===== src/rtl/noc_link_pkg.sv =====
// Shared flit bundle and sizing helpers for the pipelined, credit-checked NoC link.
`ifndef NOC_LINK_PKG_SV
`define NOC_LINK_PKG_SV

// Packages cannot take parameters, so the width-dependent flit bundle is provided as a macro.
`define NOC_FLIT_T(DW, FW) struct packed { logic send; logic is_tail; logic [(DW)-1:0] dest; logic [(FW)-1:0] data; }

package noc_link_pkg;

    localparam int FLIT_CTRL_W = 2;

    function automatic int cnt_width(input int depth);
        return $clog2(depth + 1);
    endfunction

    function automatic int flit_bits(input int dest_w, input int flit_w);
        return FLIT_CTRL_W + dest_w + flit_w;
    endfunction

endpackage

`endif


===== src/rtl/noc_link_stage.sv =====
// One retiming stage of the link: a forward flit register and a backward credit register.
module noc_link_stage #(
    parameter int FLIT_W = 40
) (
    input  logic              i_clk,
    input  logic              i_rst,
    input  logic [FLIT_W-1:0] i_flit,
    output logic [FLIT_W-1:0] o_flit,
    input  logic              i_credit,
    output logic              o_credit
);

    logic [FLIT_W-1:0] r_flit;
    logic              r_credit;

    // Stage boundary: both directions load unconditionally every cycle; reset drops in-flight traffic.
    always_ff @(posedge i_clk) begin
        if (i_rst) begin
            r_flit   <= '0;
            r_credit <= 1'b0;
        end else begin
            r_flit   <= i_flit;
            r_credit <= i_credit;
        end
    end

    assign o_flit   = r_flit;
    assign o_credit = r_credit;

endmodule


===== src/rtl/noc_credit_link.sv =====
// Router-to-router link: NUM_PIPELINE retiming stages each way plus upstream credit and flit monitors.
module noc_credit_link
    import noc_link_pkg::*;
#(
    parameter int NUM_PIPELINE      = 0,
    parameter int FLIT_WIDTH        = 32,
    parameter int DEST_WIDTH        = 6,
    parameter int FLIT_BUFFER_DEPTH = 4,
    parameter int FLIT_CNT_WIDTH    = 32,
    localparam int CNT_W            = cnt_width(FLIT_BUFFER_DEPTH)
) (
    input  logic                      clk_noc,
    input  logic                      rst_noc_sync,
    input  logic [FLIT_WIDTH-1:0]     data_in,
    input  logic [DEST_WIDTH-1:0]     dest_in,
    input  logic                      is_tail_in,
    input  logic                      send_in,
    output logic                      credit_out,
    output logic [FLIT_WIDTH-1:0]     data_out,
    output logic [DEST_WIDTH-1:0]     dest_out,
    output logic                      is_tail_out,
    output logic                      send_out,
    input  logic                      credit_in,
    output logic [CNT_W-1:0]          credit_count,
    output logic                      err_underflow,
    output logic                      err_overflow,
    output logic [FLIT_CNT_WIDTH-1:0] flit_count
);

    typedef `NOC_FLIT_T(DEST_WIDTH, FLIT_WIDTH) flit_t;

    localparam int                FW      = flit_bits(DEST_WIDTH, FLIT_WIDTH);
    localparam logic [CNT_W-1:0] DEPTH_C = CNT_W'(FLIT_BUFFER_DEPTH);

    flit_t w_flit_in;
    flit_t w_flit_out;

    assign w_flit_in = {send_in, is_tail_in, dest_in, data_in};

    // Full throughput needs FLIT_BUFFER_DEPTH >= 2*NUM_PIPELINE + router round trip; not checked here.
    generate
        if (NUM_PIPELINE == 0) begin : g_wire
            assign w_flit_out = w_flit_in;
            assign credit_out = credit_in;
        end else begin : g_pipe
            logic [FW-1:0]         w_flit_chain [NUM_PIPELINE+1];
            logic [NUM_PIPELINE:0] w_credit_chain;

            assign w_flit_chain[0]              = w_flit_in;
            assign w_credit_chain[NUM_PIPELINE] = credit_in;

            for (genvar i = 0; i < NUM_PIPELINE; i++) begin : g_stage
                noc_link_stage #(
                    .FLIT_W (FW)
                ) u_stage (
                    .i_clk    (clk_noc),
                    .i_rst    (rst_noc_sync),
                    .i_flit   (w_flit_chain[i]),
                    .o_flit   (w_flit_chain[i+1]),
                    .i_credit (w_credit_chain[i+1]),
                    .o_credit (w_credit_chain[i])
                );
            end

            assign w_flit_out = w_flit_chain[NUM_PIPELINE];
            assign credit_out = w_credit_chain[0];
        end
    endgenerate

    assign send_out    = w_flit_out.send;
    assign is_tail_out = w_flit_out.is_tail;
    assign dest_out    = w_flit_out.dest;
    assign data_out    = w_flit_out.data;

    logic [CNT_W-1:0]          r_credit_count;
    logic                      r_err_underflow;
    logic                      r_err_overflow;
    logic [FLIT_CNT_WIDTH-1:0] r_flit_count;

    // Monitor boundary: balance seen by the upstream router; a send and a returning credit cancel.
    always_ff @(posedge clk_noc) begin
        if (rst_noc_sync) begin
            r_credit_count  <= DEPTH_C;
            r_err_underflow <= 1'b0;
            r_err_overflow  <= 1'b0;
            r_flit_count    <= '0;
        end else begin
            unique case ({send_in, credit_out})
                2'b10: begin
                    if (r_credit_count == '0) r_err_underflow <= 1'b1;
                    else                      r_credit_count  <= r_credit_count - CNT_W'(1);
                end
                2'b01: begin
                    if (r_credit_count == DEPTH_C) r_err_overflow <= 1'b1;
                    else                           r_credit_count <= r_credit_count + CNT_W'(1);
                end
                default: ;
            endcase
            r_flit_count <= r_flit_count + FLIT_CNT_WIDTH'(send_in);
        end
    end

    assign credit_count  = r_credit_count;
    assign err_underflow = r_err_underflow;
    assign err_overflow  = r_err_overflow;
    assign flit_count    = r_flit_count;

endmodule

===== config.mk =====
export PLATFORM = sky130hd
export DESIGN_NAME = noc_credit_link
export DESIGN_NICKNAME = d
export VERILOG_FILES = /design/src/rtl/noc_link_pkg.sv /design/src/rtl/noc_link_stage.sv /design/src/rtl/noc_credit_link.sv
export SDC_FILE = /design/constraint.sdc
export NUM_CORES = 1
export LEC_CHECK = 0
export ABC_CLOCK_PERIOD_IN_PS = 5440
export BUFFER_PORTS_ARGS = -buffer_cell sky130_fd_sc_hd__buf_2
export CAP_MARGIN = 0
export CORE_MARGIN = 2
export CORE_UTILIZATION = 47
export DETAILED_ROUTE_END_ITERATION = 6
export PLACE_DENSITY = 0.85
export SYNTH_ARGS = -nofsm -noshare
export SYNTH_HDL_FRONTEND = slang
export SYNTH_HIERARCHICAL = 1
export SYNTH_SLANG_ARGS = --single-unit

===== constraint.sdc =====
create_clock -name clk_noc -period 5.44 [get_ports clk_noc]
set_input_delay 1.36 -clock clk_noc [delete_from_list [all_inputs] [get_ports clk_noc]]
set_output_delay 1.36 -clock clk_noc [all_outputs]
set_load 0.01 [all_outputs]

Yosys cells after proc, flatten, opt, wreduce, memory -nomap -nowiden
Cells that the tools add are included.

word-level totals
  bits in registers = 37
  word-level logic and storage cells = 20

cells by class
  add/sub/neg operators = 3
  equal/unequal tests = 5
  multiplexer cells = 3
  reduce and logical (&&, ||, !) cells = 5

operators with widths
  cell                   count
  $add A32 B1 Y32        1
  $mux W3                2
  $pmux W3 S2            1
  $ne A2 B2 Y1 const B   2
  $reduce_and A2 Y1      2
  $add A3 B1 Y3 const B  1
  $eq A3 B3 Y1 const B   1
  $logic_not A3 Y1       1
  $reduce_and A3 Y1      1
  $sub A3 B1 Y3 const B  1
  $eq A2 B1 Y1 const B   1
  $eq A2 B2 Y1 const B   1
  $reduce_bool A2 Y1     1

Longest topological paths before layout
  depth in word-level cells = 3
  mapped depth = 8
  mapped depth without buffers = 8

Worst setup path after synthesis
No wires, ideal clock.

  path type = input to register
  from = input port send_in
  to = register r_flit_count[27], in the netlist flit_count[27]
  library setup time = 0.070 ns
  arrival = 2.895 ns
  data required time = 5.370 ns
  slack = 2.475 ns
  cell stages on the path = 6
  buffers on the path = 1
  path through = ha_1 nand3_2 or4_4 buf_6 or4_1 a21oi_1

between the ends
  longest elaborated chain between the ends = 1

ends and longest elaborated chain
  element                 RTL line               source
  start: declaration      noc_credit_link.sv:17  input logic send_in,
  $add A32 B1 Y32         noc_credit_link.sv:99  r_flit_count <= r_flit_count + FLIT_CNT_WIDTH'(send_in);
  end signal: assignment  noc_credit_link.sv:99
  end: declaration        noc_credit_link.sv:78  logic [FLIT_CNT_WIDTH-1:0] r_flit_count;

No other way between the ends.
A chain may end at the register's enable or synchronous reset.

Worst setup path in the final report
  from = input port send_in
  to = register r_flit_count[22], in the netlist flit_count[22]

The elaborated chain is that of the path after synthesis.

==> flow_metrics.env <==
export IMPL_outcome="completed"
export IMPL_clock_sinks=37
export IMPL_maxCapViolCount=0
export IMPL_drc=0
export IMPL_nFillCells=445
export IMPL_num_rows=24
export IMPL_swShare=0.2226
export IMPL_die_h_um=70.86
export IMPL_final_core_utilization=0.4948
export IMPL_antenna_found_initial=0
export IMPL_p_sw_mw=0.1267
export IMPL_finClkSkew_ns=0.005147
export IMPL_ys_seq_area_frac=0.3526
export IMPL_power_share_clock=0.432
export IMPL_syn_to_final_growth_pct=1.846
export IMPL_fp_dieArea_mm2=0.005020
export IMPL_crit_chain="buf_2 -> ha_1 -> ha_1 -> and4_2 -> nand3_1 -> or4_1 -> a21oi_1"
export IMPL_synth_yosys_warnings=6
export IMPL_final_period_utilization=0.5655
export IMPL_synth_area_top_cells="dfxtp_1 (35%), buf_4 (15%), a21oi_1 (5.2%)"
export IMPL_synthCells=247
export IMPL_power_mw=0.5694
export IMPL_root_buffer="clkbuf_8"
export IMPL_ys_types=36
export IMPL_portBuffers=42
export IMPL_p_leak_nw=0.8342
export IMPL_worst_setup_path_type="input pin to flop"
export IMPL_setup_viol=0
export IMPL_fmax_ghz=0.3251
export IMPL_clkTransAtPathRegs_ns=0.07
export IMPL_synthAdderAreaFrac=0.03931
export IMPL_cp_data_arrival_time_ns=3.30
export IMPL_start_util=0.4858
export IMPL_cts_buffers=5
export IMPL_dpl_instance_area_mm2=0.002023
export IMPL_r2r_start="flit_count[0]$_SDFF_PP0_"
export IMPL_power_per_cell_area_mw_per_mm2=266.2
export IMPL_fin_crit_ns=3.076
export IMPL_irDropWorstVdd_uv=165.6
export IMPL_avgSynthCellArea_um2=8.505
export IMPL_synthFlopType="dfxtp_1"
export IMPL_grt_usage=0.1679
export IMPL_drtIter0Drc=143
export IMPL_power_frac_seq=0.498
export IMPL_wire_per_inst_um=13.95
export IMPL_finish_instance_area_mm2=0.002140
export IMPL_required_ns=5.66
export IMPL_synth_simple_area_share=0.2359
export IMPL_num_nets_final=296
export IMPL_maxSlewHeadroom=0.5675
export IMPL_cpMaxStageDelayCell="or4_1"
export IMPL_crit_path_start_kind="input pin"
export IMPL_htree_levels=2
export IMPL_hold_path_startpoint="err_overflow$_SDFFE_PP0P_"
export IMPL_syn_nets=296
export IMPL_drive_above_1_share=0.2218
export IMPL_synth_top_family_by_area="simple AND/OR/NAND/NOR gates"
export IMPL_hp_class="flop to flop"
export IMPL_yosys_area_top_type="dfxtp_1"
export IMPL_synthXorXnorAreaFrac=0.05003
export IMPL_synth_seq_cells=37
export IMPL_cts_setup_buffers=0
export IMPL_worstMarginPinSlew_ns=0.6488
export IMPL_max_stage_delay_ns=0.62
export IMPL_cp_common_cell="ha_1"
export IMPL_num_io_pins=121
export IMPL_setup_tns_ns=0
export IMPL_routed_via_density=5.833
export IMPL_cts_hold_buf=0
export IMPL_post_dp_hpwl_mm=2.850
export IMPL_clock_latency_ns=0.29
export IMPL_synth_area_mux_share=0.01013
export IMPL_async_reset_ff_frac=0
export IMPL_internal_power_mw=0.4427
export IMPL_power_frac_comb=0.069
export IMPL_end_kind="flop"
export IMPL_antenna_cells=0
export IMPL_vias=1750
export IMPL_grt_start_max_net_pins=38
export IMPL_cts_resized=0
export IMPL_rsz0062_at_grt="false"
export IMPL_synth_edf_count=0
export IMPL_crit_start="send_in"
export IMPL_totalWireLength_mm=4.185
export IMPL_netlist_area_mm2=0.002101
export IMPL_synth_compound_area_share=0.1298
export IMPL_grt_pass1_vias=1566
export IMPL_dr_pass1_iters=4
export IMPL_grt_overflow_total=0
export IMPL_yosys_area_top_type_share=0.3526
export IMPL_cts_tree="done"
export IMPL_clock_path_buffers=2
export IMPL_core_area_mm2=0.004324
export IMPL_ant_nets=0
export IMPL_grt_pass1_wl_mm=6.927
export IMPL_slew_violations=0
export IMPL_hold_viol_final=0
export IMPL_gp_congestion=0.8041
export IMPL_die_x_um=70.86
export IMPL_worstPathMaxFanout=16
-- critical path, delay by kind of cell --
family / cells / cell delay, ns
AOI/OAI and AO/OA: 1 / 0.14
adders and majority gates: 2 / 0.42
buffers and inverters: 1 / 0.12
and+or+nand+nor: 3 / 1.25
-- cell usage in the layout (no fill, tap or decap), types with 7 or more instances in the layout --
| cell type | n |
|---|---|
| a21oi_1 | 22 |
| buf_2 | 42 |
| dfxtp_1 | 37 |
| inv_1 | 8 |
| nand2_1 | 16 |
| nand3_1 | 9 |
| nand4_1 | 8 |
| nor2_1 | 15 |
| o21ai_0 | 7 |
| o31ai_1 | 12 |
| or4_1 | 12 |
-- final timing paths --
kind	to	slack, ns	cells past startpoint
worst max register to register	flit_count[22]$_SDFF_PP0_	3.19	6
worst min-delay path	err_overflow$_SDFFE_PP0P_	0.48	2
worst min register to register	err_overflow$_SDFFE_PP0P_	0.48	2
worst max-delay path	flit_count[22]$_SDFF_PP0_	2.36	7
-- synth_stat cells, types with 5 or more instances --
cell / n
xor2_1: 6
dfxtp_1: 37
nor2_1: 15
o31ai_1: 12
nand3_1: 9
ha_1: 5
a21oi_1: 22
buf_4: 42
xnor2_1: 6
or4_1: 12
nand4_1: 8
o21ai_0: 7
inv_1: 8
or3_1: 6
nand2_1: 16
-- metrics by stage --
step	setup slack [ns]	instances	hold WS, ns
3_3_place_gp	2.143	292	0.4487
4_1_cts	2.377	300	0.4834
3_5_place_dp	2.071	292	0.4635
6_report	2.364	300	0.4847
2_1_floorplan	2.475	247	0.4902
5_1_grt	2.196	300	0.5107
-- cells by family (layout without fill, tap and decap cells) --
family                   Yosys count  in the layout
AND/OR/NAND/NOR                   87             87
buffers and inverters             57             58
AO/OA/AOI/OAI                     46             46
flip-flops                        37             37
XOR/XNOR                          12             12
adder cells (fa/ha/maj)            6              6
multiplexers                       2              2
-- power groups by stage --
stage / clock network, mW / logic [mW] / registers [mW]
6_report: 0.246 / 0.0395 / 0.284
4_1_cts: 0.251 / 0.0396 / 0.283
3_5_place_dp: 0 / 0.0392 / 0.290
3_3_place_gp: 0 / 0.0387 / 0.289
5_1_grt: 0.262 / 0.0438 / 0.284
2_1_floorplan: 0 / 0.0551 / 0.292
-- routing by layer --
layer | wire length [um] | vias to the layer above | global-route usage
li1 | - | 850 | -
met1 | 1786 | 824 | 0.1975
met2 | 1954 | 63 | 0.2752
met3 | 382 | 13 | 0.06410
met4 | 61 | 0 | 0.06918
met5 | 0 | - | 0
-- area by class of cell --
class / count / area (um^2) / share of cell area
clock buffers: 7 / 86.33 / 0.04035
clock inverters: 1 / 30.03 / 0.01404
inverters: 8 / 30.03 / 0.01404
multi-input cells: 153 / 977.2 / 0.4567
flip-flops and latches: 37 / 740.7 / 0.3462
well taps: 52 / 65.06 / 0.03041
repair buffers: 42 / 210.2 / 0.09825
-- sequential cells by signal (all words and copies together), names as in the netlist --
| name | cells |
|---|---|
| err_underflow | 1 |
| err_overflow | 1 |
| credit_count | 3 |
| flit_count | 32 |
No activity file was read; power rests on OpenSTA's default activity.
